## src/rtl/spi_slave_burst_controller.sv

```systemverilog
// SPI slave burst controller: sequences command, address, dummy and data
// phases between the SPI rx/tx shifters and the system bus adapter.
// Handshake rule: every *_valid / *_ready / *_upd output is a registered
// one-sclk pulse raised on the edge after its triggering rx_data_valid,
// tx_done or ready event; inputs are sampled only on sclk rising edges.
// Config registers (dummy cycles, wrap length) are never cleared by cs.
module spi_slave_burst_controller #(
    parameter int CMD_WIDTH  = 8,
    parameter int ADDR_WIDTH = 24,
    parameter int DATA_WIDTH = 32,
    parameter int MAX_LANES  = 4,
    parameter int DUMMY_RST  = 8,
    parameter int CNT_W      = 8,
    localparam int RX_W = (ADDR_WIDTH > DATA_WIDTH) ? ADDR_WIDTH : DATA_WIDTH
) (
    input  logic                  sclk,
    input  logic                  cs,
    input  logic [RX_W-1:0]       rx_data,
    input  logic                  rx_data_valid,
    output logic [CNT_W-1:0]      rx_counter,
    output logic                  rx_counter_upd,
    output logic [CNT_W-1:0]      tx_counter,
    output logic                  tx_counter_upd,
    output logic [DATA_WIDTH-1:0] tx_data,
    output logic                  tx_data_valid,
    input  logic                  tx_done,
    output logic [1:0]            lanes,
    output logic                  ctrl_rd_wr,
    output logic [ADDR_WIDTH-1:0] ctrl_addr,
    output logic                  ctrl_addr_valid,
    output logic [DATA_WIDTH-1:0] ctrl_data_rx,
    output logic                  ctrl_data_rx_valid,
    input  logic [DATA_WIDTH-1:0] ctrl_data_tx,
    input  logic                  ctrl_data_tx_valid,
    output logic                  ctrl_data_tx_ready,
    output logic                  underrun,
    output logic                  illegal_cmd,
    output logic [15:0]           wrap_length,
    output logic [2:0]            state_dbg
);

    localparam logic [2:0] S_CMD     = 3'd0;
    localparam logic [2:0] S_ADDR    = 3'd1;
    localparam logic [2:0] S_DUMMY   = 3'd2;
    localparam logic [2:0] S_DATA_RX = 3'd3;
    localparam logic [2:0] S_DATA_TX = 3'd4;
    localparam logic [2:0] S_REG_RX  = 3'd5;
    localparam logic [2:0] S_REG_TX  = 3'd6;
    localparam logic [2:0] S_IGNORE  = 3'd7;

    localparam int STEP = DATA_WIDTH / 8;
    // Register select lives above the 8-bit opcode; empty when CMD_WIDTH = 8.
    localparam logic [RX_W-1:0] SEL_MASK = RX_W'((64'd1 << (CMD_WIDTH - 8)) - 64'd1);

    // Beats minus one for a field of 'bits' shifted on 2**code lanes.
    function automatic logic [CNT_W-1:0] beats(input int bits, input logic [1:0] code);
        return CNT_W'((bits >> code) - 1);
    endfunction

    function automatic int lane_cnt(input logic [1:0] code);
        return 1 << code;
    endfunction

    logic [2:0]            state;
    logic                  has_dummy;
    logic                  sel0, sel1;
    logic [CNT_W-1:0]      dummy_cycles = CNT_W'(DUMMY_RST);
    logic [15:0]           wrap_q       = 16'd0;

    logic                  dec_ok, dec_mem, dec_rd, dec_dummy, dec_reg_wr;
    logic [1:0]            dec_lanes;
    logic [RX_W-1:0]       sel_val;
    logic                  sel_is0, sel_is1;
    logic [DATA_WIDTH-1:0] reg_rd_val;
    logic [ADDR_WIDTH-1:0] win_mask, addr_inc, addr_next;
    logic                  wrap_on;

    assign state_dbg   = state;
    assign wrap_length = wrap_q;

    // Opcode decode and register select of the word currently on rx_data.
    always_comb begin
        dec_ok     = 1'b1;
        dec_mem    = 1'b1;
        dec_rd     = 1'b0;
        dec_dummy  = 1'b0;
        dec_reg_wr = 1'b0;
        dec_lanes  = 2'd0;
        case (rx_data[7:0])
            8'h03: dec_rd = 1'b1;
            8'h0B: begin dec_rd = 1'b1; dec_dummy = 1'b1; end
            8'h6B: begin dec_rd = 1'b1; dec_dummy = 1'b1; dec_lanes = 2'd1; end
            8'hEB: begin dec_rd = 1'b1; dec_dummy = 1'b1; dec_lanes = 2'd2; end
            8'h02: dec_rd = 1'b0;
            8'h32: dec_lanes = 2'd2;
            8'h11: begin dec_mem = 1'b0; dec_reg_wr = 1'b1; end
            8'h21: dec_mem = 1'b0;
            default: dec_ok = 1'b0;
        endcase
        if (lane_cnt(dec_lanes) > MAX_LANES) dec_ok = 1'b0;
        sel_val    = (rx_data >> 8) & SEL_MASK;
        sel_is0    = (sel_val == '0);
        sel_is1    = (sel_val == RX_W'(1));
        reg_rd_val = '0;
        if (sel_is0) reg_rd_val = DATA_WIDTH'(dummy_cycles);
        if (sel_is1) reg_rd_val = DATA_WIDTH'(wrap_q);
    end

    // Next burst address: linear, or wrapped inside an aligned power-of-two window.
    always_comb begin
        wrap_on   = (wrap_q != 16'd0) && ((wrap_q & (wrap_q - 16'd1)) == 16'd0);
        win_mask  = ADDR_WIDTH'(wrap_q) * ADDR_WIDTH'(STEP) - ADDR_WIDTH'(1);
        addr_inc  = ctrl_addr + ADDR_WIDTH'(STEP);
        addr_next = wrap_on ? ((ctrl_addr & ~win_mask) | (addr_inc & win_mask)) : addr_inc;
    end

    // Config registers: written from REG_RX, deliberately untouched by cs.
    always_ff @(posedge sclk) begin
        if (state == S_REG_RX && rx_data_valid) begin
            if (sel0) dummy_cycles <= rx_data[CNT_W-1:0];
            if (sel1) wrap_q       <= rx_data[15:0];
        end
    end

    // Protocol FSM and registered outputs; cs high holds everything in reset.
    always_ff @(posedge sclk or posedge cs) begin
        if (cs) begin
            state              <= S_CMD;
            rx_counter         <= CNT_W'(CMD_WIDTH - 1);
            rx_counter_upd     <= 1'b0;
            tx_counter         <= '0;
            tx_counter_upd     <= 1'b0;
            tx_data            <= '0;
            tx_data_valid      <= 1'b0;
            lanes              <= 2'd0;
            ctrl_rd_wr         <= 1'b0;
            ctrl_addr          <= '0;
            ctrl_addr_valid    <= 1'b0;
            ctrl_data_rx       <= '0;
            ctrl_data_rx_valid <= 1'b0;
            ctrl_data_tx_ready <= 1'b0;
            underrun           <= 1'b0;
            illegal_cmd        <= 1'b0;
            has_dummy          <= 1'b0;
            sel0               <= 1'b0;
            sel1               <= 1'b0;
        end else begin
            rx_counter_upd     <= 1'b0;
            tx_counter_upd     <= 1'b0;
            tx_data_valid      <= 1'b0;
            ctrl_addr_valid    <= 1'b0;
            ctrl_data_rx_valid <= 1'b0;
            ctrl_data_tx_ready <= 1'b0;
            case (state)
                S_CMD: if (rx_data_valid) begin
                    if (!dec_ok) begin
                        state       <= S_IGNORE;
                        illegal_cmd <= 1'b1;
                    end else if (dec_mem) begin
                        state          <= S_ADDR;
                        lanes          <= dec_lanes;
                        ctrl_rd_wr     <= dec_rd;
                        has_dummy      <= dec_dummy;
                        rx_counter     <= beats(ADDR_WIDTH, dec_lanes);
                        rx_counter_upd <= 1'b1;
                    end else begin
                        sel0 <= sel_is0;
                        sel1 <= sel_is1;
                        if (dec_reg_wr) begin
                            state          <= S_REG_RX;
                            rx_counter     <= beats(DATA_WIDTH, 2'd0);
                            rx_counter_upd <= 1'b1;
                        end else begin
                            state          <= S_REG_TX;
                            tx_data        <= reg_rd_val;
                            tx_data_valid  <= 1'b1;
                            tx_counter     <= beats(DATA_WIDTH, 2'd0);
                            tx_counter_upd <= 1'b1;
                        end
                    end
                end
                S_ADDR: if (rx_data_valid) begin
                    ctrl_addr       <= rx_data[ADDR_WIDTH-1:0];
                    ctrl_addr_valid <= 1'b1;
                    if (!ctrl_rd_wr) begin
                        state          <= S_DATA_RX;
                        rx_counter     <= beats(DATA_WIDTH, lanes);
                        rx_counter_upd <= 1'b1;
                    end else if (has_dummy && dummy_cycles != '0) begin
                        state          <= S_DUMMY;
                        rx_counter     <= dummy_cycles - CNT_W'(1);
                        rx_counter_upd <= 1'b1;
                    end else begin
                        state              <= S_DATA_TX;
                        ctrl_data_tx_ready <= 1'b1;
                    end
                end
                S_DUMMY: if (rx_data_valid) begin
                    state              <= S_DATA_TX;
                    ctrl_data_tx_ready <= 1'b1;
                end
                S_DATA_RX: begin
                    if (rx_data_valid) begin
                        ctrl_data_rx       <= rx_data[DATA_WIDTH-1:0];
                        ctrl_data_rx_valid <= 1'b1;
                        rx_counter         <= beats(DATA_WIDTH, lanes);
                        rx_counter_upd     <= 1'b1;
                    end
                    // The write strobe of the previous cycle moves the burst on.
                    if (ctrl_data_rx_valid) begin
                        ctrl_addr       <= addr_next;
                        ctrl_addr_valid <= 1'b1;
                    end
                end
                S_DATA_TX: begin
                    // The cycle after a pop request the bus data is either there or not.
                    if (ctrl_data_tx_ready) begin
                        tx_data        <= ctrl_data_tx_valid ? ctrl_data_tx : '0;
                        if (!ctrl_data_tx_valid) underrun <= 1'b1;
                        tx_data_valid  <= 1'b1;
                        tx_counter     <= beats(DATA_WIDTH, lanes);
                        tx_counter_upd <= 1'b1;
                    end
                    if (tx_done) begin
                        ctrl_addr          <= addr_next;
                        ctrl_addr_valid    <= 1'b1;
                        ctrl_data_tx_ready <= 1'b1;
                    end
                end
                S_REG_RX: if (rx_data_valid) begin
                    state          <= S_CMD;
                    rx_counter     <= CNT_W'(CMD_WIDTH - 1);
                    rx_counter_upd <= 1'b1;
                end
                S_REG_TX: if (tx_done) begin
                    state          <= S_CMD;
                    rx_counter     <= CNT_W'(CMD_WIDTH - 1);
                    rx_counter_upd <= 1'b1;
                end
                S_IGNORE: state <= S_IGNORE;
                default:  state <= S_CMD;
            endcase
        end
    end

endmodule

```

## config.mk

```make
export PLATFORM = sky130hd
export DESIGN_NAME = spi_slave_burst_controller
export DESIGN_NICKNAME = d
export VERILOG_FILES = /design/src/rtl/spi_slave_burst_controller.sv
export SDC_FILE = /design/constraint.sdc
export NUM_CORES = 1
export LEC_CHECK = 0
export BUFFER_PORTS_ARGS = -buffer_cell sky130_fd_sc_hd__buf_2
export CELL_PAD_IN_SITES_DETAIL_PLACEMENT = 1
export CELL_PAD_IN_SITES_GLOBAL_PLACEMENT = 2
export CORE_MARGIN = 2
export CORE_UTILIZATION = 24
export CTS_CLUSTER_DIAMETER = 100
export DETAILED_ROUTE_END_ITERATION = 10
export GPL_ROUTABILITY_DRIVEN = 0
export PLACE_DENSITY_LB_ADDON = 0.1
export SETUP_SLACK_MARGIN = 0.02
export SLEW_MARGIN = 10
export SYNTH_ARGS = -nofsm -noshare
export SYNTH_HDL_FRONTEND = slang
export SYNTH_SLANG_ARGS = --single-unit
export TNS_END_PERCENT = 30
```

## constraint.sdc

```tcl
create_clock -name sclk -period 6.7 [get_ports sclk]
set_clock_uncertainty 0.05 [all_clocks]
set_input_delay 0.67 -clock sclk [delete_from_list [all_inputs] [get_ports sclk]]
set_output_delay 0.67 -clock sclk [all_outputs]
set_load 0.1 [all_outputs]
```

-- Word-level counts from Yosys, hierarchy flattened
Cells that the tools add are included.
- register bits after elaboration: 127
- output and inout port bits: 134
- logic and storage cells: 150
- bits of input ports: 69
- reduce and logical (&&, ||, !) cells: 24
- multiplexer cells: 68
- shifts and indexed selects: 3
- $lt $le $gt $ge: 1
- $add $sub $neg: 4
- eq/ne operators: 29
- bitwise gates (word level): 3
- operators by type and width (kind ; count):
    $mux 32 ; 6
    $mux 8 ; 15
    $mux 24 ; 3
    $pmux 24 s3 ; 1
    $pmux 32 s2 ; 1
    $pmux 8 s5 ; 1
    $gt 32x4->1 const B ; 1
    $shl 1x2->32 const A ; 1
    $mux 3 ; 9
    $add 24x3->24 const B ; 1
    $mux 1 ; 24
    $ne 2x2->1 const B ; 12
    $pmux 3 s6 ; 1
    $eq 8x2->1 const B ; 2
    $eq 8x6->1 const B ; 2
    $pmux 8 s2 ; 1
    $sub 8x2->8 const B ; 2
    $eq 3x3->1 const B ; 4
    $reduce_and 4->1 ; 3
    $reduce_and 6->1 ; 2
    $reduce_and 9->1 ; 1
    $eq 8x4->1 const B ; 1
    $eq 8x5->1 const B ; 1
    $eq 8x7->1 const B ; 1
    other kinds (26) ; 36

-- Logic depth before layout (Yosys ltp)
- depth in word-level cells: 9
- gate-level depth with buffers: 8
- depth with buffers taken out: 7

-- Worst setup path after synthesis
OpenSTA, ideal clock, no wires.
- kind: flip-flop to flip-flop
- from: register state[0] (netlist: state_dbg[0])
- to: register rx_counter[3]
- clock period less this slack: 2.724 ns
- setup time: 0.125 ns
- setup slack: 3.976 ns
- stages on the path, launching flop included: 7
- data required time: 6.525 ns
- arrival: 2.548 ns
- path buffers: 1
- cell sequence: dfrtp_1 clkbuf_1 inv_1 a21oi_1 o21ai_0 a221oi_4 mux2_2
- word-level cells in the longest chain between the ends: 3
- elaborated cells between the ends (all ways): 16
- those cells by class: eq/ne (12); mux (1); reduce/logical (3)
- ends and longest elaborated chain (what ; RTL line ; source):
    start: declaration ; 64 ; logic [2:0] state;
    start signal: assignment ; 128 ; state <= S_CMD;
    start signal: assignment ; 157 ; state <= S_IGNORE;
    start signal: assignment ; 160 ; state <= S_ADDR;
    $eq 3x1->1 (tied with other cells) ; 154 ; case (state)
    $ne 3x3->1 (no source line) (tied with other cells) ; - ;
    $reduce_and 9->1 (no source line) ; - ;
    end signal: assignment ; 164 ; rx_counter <= beats(ADDR_WIDTH, dec_lanes);
    end signal: assignment ; 171 ; rx_counter <= beats(DATA_WIDTH, 2'd0);
    end signal: assignment ; 187 ; rx_counter <= beats(DATA_WIDTH, lanes);
    end: declaration ; 20 ; output logic [CNT_W-1:0] rx_counter,
Several ways; a longest one is shown, not always the timed one.
A chain may end at the register's enable or synchronous reset.

-- Worst setup path after layout
- from: register state[1] (netlist: state_dbg[1])
- to: register tx_data[7]
- word-level cells in the longest chain between the ends: 3
- elaborated cells between the ends (all ways): 10
- those cells by class: eq/ne (6); mux (1); reduce/logical (3)
- ends and longest elaborated chain (what ; RTL line ; source):
    $eq 3x3->1 or $logic_not 3->1 (tied branches) ; 154 ;
    $ne 2x2->1 (no source line) or $reduce_bool 2->1 (tied branches) ; - ;
    $reduce_and 6->1 (no source line) ; - ;
    end signal: assignment ; 175 ; tx_data <= reg_rd_val;
    end signal: assignment ; 218 ; tx_data <= ctrl_data_tx_valid ? ctrl_data_tx : '0;
    end: declaration ; 24 ; output logic [DATA_WIDTH-1:0] tx_data,
Several ways; a longest one is shown, not always the timed one.

==> impl_metrics.env <==
export IMPL_overflow=0
export IMPL_crit_arrival_ns=3.42
export IMPL_worst_pin_slew_ns=1.01
export IMPL_htreeDepth=4
export IMPL_syn_area_sq_mm=0.00599
export IMPL_grt_pass1_vias=5679
export IMPL_cts_hold_fix_buffers=0
export IMPL_drc=0
export IMPL_synthCells=655
export IMPL_tns_ns=0
export IMPL_ant_nets=0
export IMPL_cts_setup_buffers=0
export IMPL_die_x_um=162
export IMPL_required_ns=6.93
export IMPL_core_area_sq_mm=0.0244
export IMPL_final_cell_mix="186 x buf_2, 185 x nand2_1, 115 x dfrtp_1, 47 x o21ai_0, 41 x nor2_1"
export IMPL_rsz0062_at_grt="no"
export IMPL_cts_buffers=17
export IMPL_cp_slowest_cell="o21a_2"
export IMPL_hold_slack_ns=0.322
export IMPL_hold_viol=0
export IMPL_start_kind="register"
export IMPL_hp_class="input port to asynchronous set/reset pin"
export IMPL_worstPathCellList="nor3_1 -> nand2_1 -> o21a_2 -> clkinv_1 -> nor2_1 -> a31oi_1"
export IMPL_max_freq_ghz=0.313
export IMPL_outcome="complete, no violations"
export IMPL_wl_per_cell_um=17.9
export IMPL_initial_core_util=0.245
export IMPL_worstSetupEndpointType="register"
export IMPL_syn_to_final_growth_pct=30.0
export IMPL_portBuffers=186
export IMPL_syn_avg_cell_area_sq_um=9.14
export IMPL_synth_cell_types=62
export IMPL_max_cap_viol_count=0
export IMPL_first_pass_iters=4
export IMPL_clock_root_buffer="clkbuf_16"
export IMPL_dpl_instance_area_sq_mm=0.00717
export IMPL_ys_seq_area_frac=0.534
export IMPL_crit_fanout=60
export IMPL_slew_viol_final=0
export IMPL_min_period_ns=3.20
export IMPL_clock_latency_ns=0.41
export IMPL_cts_resized_gates=0
export IMPL_cts_buffer_depth=2
export IMPL_viasPerCell=4.62
export IMPL_relSlewSlack=0.326
export IMPL_drt_total_wl_um=20900
export IMPL_drt_iter0_markers=194
export IMPL_antenna_cells=0
export IMPL_post_route_period_util=0.477
export IMPL_yosysWarnings=0
export IMPL_cts_sinks=126
export IMPL_grt_max_degree=70
export IMPL_antenna_found_initial=0
export IMPL_cp_slowest_stage_delay_ns=0.83
export IMPL_clk_pin_slew_ns=0.06
export IMPL_ioPinCount=203
export IMPL_fin_util=0.319
export IMPL_place_hpwl_um=15200
export IMPL_drive_above_1_share=0.291
export IMPL_postLayoutCellArea_sq_mm=0.00778
export IMPL_synth_edff_count=8
export IMPL_final_common_cell="buf_2"
export IMPL_ys_flop_type="dfrtp_1"
export IMPL_path_class="register to register"
export IMPL_async_reset_ff_frac=0.937
export IMPL_vias=5385
export IMPL_fp_row_count=57
export IMPL_die_y_um=162
export IMPL_grt_pass1_wl_um=32700
export IMPL_cts_tree="built"
export IMPL_setup_viol=0
export IMPL_grt_total_usage=0.160
export IMPL_die_area_sq_mm=0.0262
export IMPL_final_nets=901
export IMPL_ys_seq_elements=126
## worst max-delay path, delay by kind of cell (launching register included)
| family | cells | cell delay, ns |
|---|---|---|
| flip-flops | 1 | 0.73 |
| AO/OA/AOI/OAI | 2 | 0.89 |
| buffers and inverters | 1 | 0.67 |
| AND/OR/NAND/NOR | 3 | 0.72 |
## cell usage after synthesis, types with 3 or more instances
library cell / instances / area share
clkbuf_1: 30 / 0.019
dfrtp_1: 115 / 0.48
o32ai_1: 4 / 0.0059
nand2_1: 185 / 0.12
nand4_1: 5 / 0.0052
or3_1: 3 / 0.0031
edfxtp_1: 8 / 0.040
nor3_1: 11 / 0.0092
nor3b_1: 3 / 0.0038
a22oi_1: 4 / 0.0050
o22ai_1: 8 / 0.0084
a31oi_1: 17 / 0.018
mux2_2: 12 / 0.023
o311ai_0: 4 / 0.0059
a21oi_1: 20 / 0.017
a211oi_1: 3 / 0.0038
and2_1: 5 / 0.0052
o21a_1: 3 / 0.0038
ha_1: 4 / 0.0084
o22a_1: 3 / 0.0044
inv_1: 13 / 0.0082
nor2_1: 41 / 0.026
nand2b_1: 5 / 0.0052
and3_1: 6 / 0.0063
xor2_1: 3 / 0.0044
and4_1: 5 / 0.0073
buf_4: 18 / 0.023
o21ai_0: 47 / 0.039
xnor2_1: 6 / 0.0088
nand3_1: 23 / 0.019
dfstp_2: 3 / 0.013
## sequential cells by signal, summed over array words and instances, names as in the netlist, 2 cells and up
signal,count
rx_counter,8
tx_data,32
tx_counter,7
ctrl_addr,24
ctrl_data_rx,32
lanes,2
dummy_cycles,8
state_dbg,3
## path summary, 6_finish.rpt
kind / endpoint / startpoint / slack (ns) / depth (start not counted)
hold / removal: ctrl_data_rx[26] / cs / 0.32 / 2
max in group asynchronous: tx_data[15] / cs / 4.88 / 3
setup / recovery: tx_data[7] / state_dbg[1] / 3.50 / 6
min in group sclk: ctrl_data_rx[24] / rx_data[24] / 0.39 / 3
hold reg to reg: ctrl_data_rx[10] / ctrl_data_rx[10] / 0.42 / 2
setup reg to reg: tx_data[7] / state_dbg[1] / 3.50 / 6
## through the flow
step / setup WS, ns / cells
4_1_cts: 3.50 / 1165
5_1_grt: 3.12 / 1165
6_report: 3.50 / 1165
3_5_place_dp: 3.50 / 1133
2_1_floorplan: 2.86 / 670
3_3_place_gp: 3.59 / 1133
## cell type report
cell class / instances / area [sq um]
inverters: 14 / 55.1
fillers: 2920 / 16600
well taps: 324 / 405
clock inverters: 11 / 168
clock buffers: 21 / 440
flip-flops and latches: 126 / 3200
multi-input cells: 479 / 2550
repair buffers: 190 / 961
## per-layer routing
| metal | GRT usage | share of wire | vias up |
|---|---|---|---|
| li1 | - | - | 2577 |
| met1 | 0.216 | 0.47 | 2607 |
| met2 | 0.250 | 0.44 | 174 |
| met3 | 0.0401 | 0.066 | 27 |
| met4 | 0.0583 | 0.020 | 0 |
| met5 | 0 | 0 | - |
## kinds of logic (layout without fill, tap and decap cells)
family / after synthesis / count (layout) / share of synthesized area
AOI/OAI and AO/OA: 130 / 130 / 0.138
xor gates and xnor gates: 9 / 9 / 0.0132
adders and majority gates: 4 / 4 / 0.00836
buffers and inverters: 65 / 236 / 0.0522
DFF: 126 / 126 / 0.534
muxes: 13 / 13 / 0.0242
other: 1 / 16 / 0.000626
and+or+nand+nor: 307 / 307 / 0.229
Power is left out: the tool's default activity adds up to more than one toggle a clock period on the data nets, which glitch-free logic cannot reach.
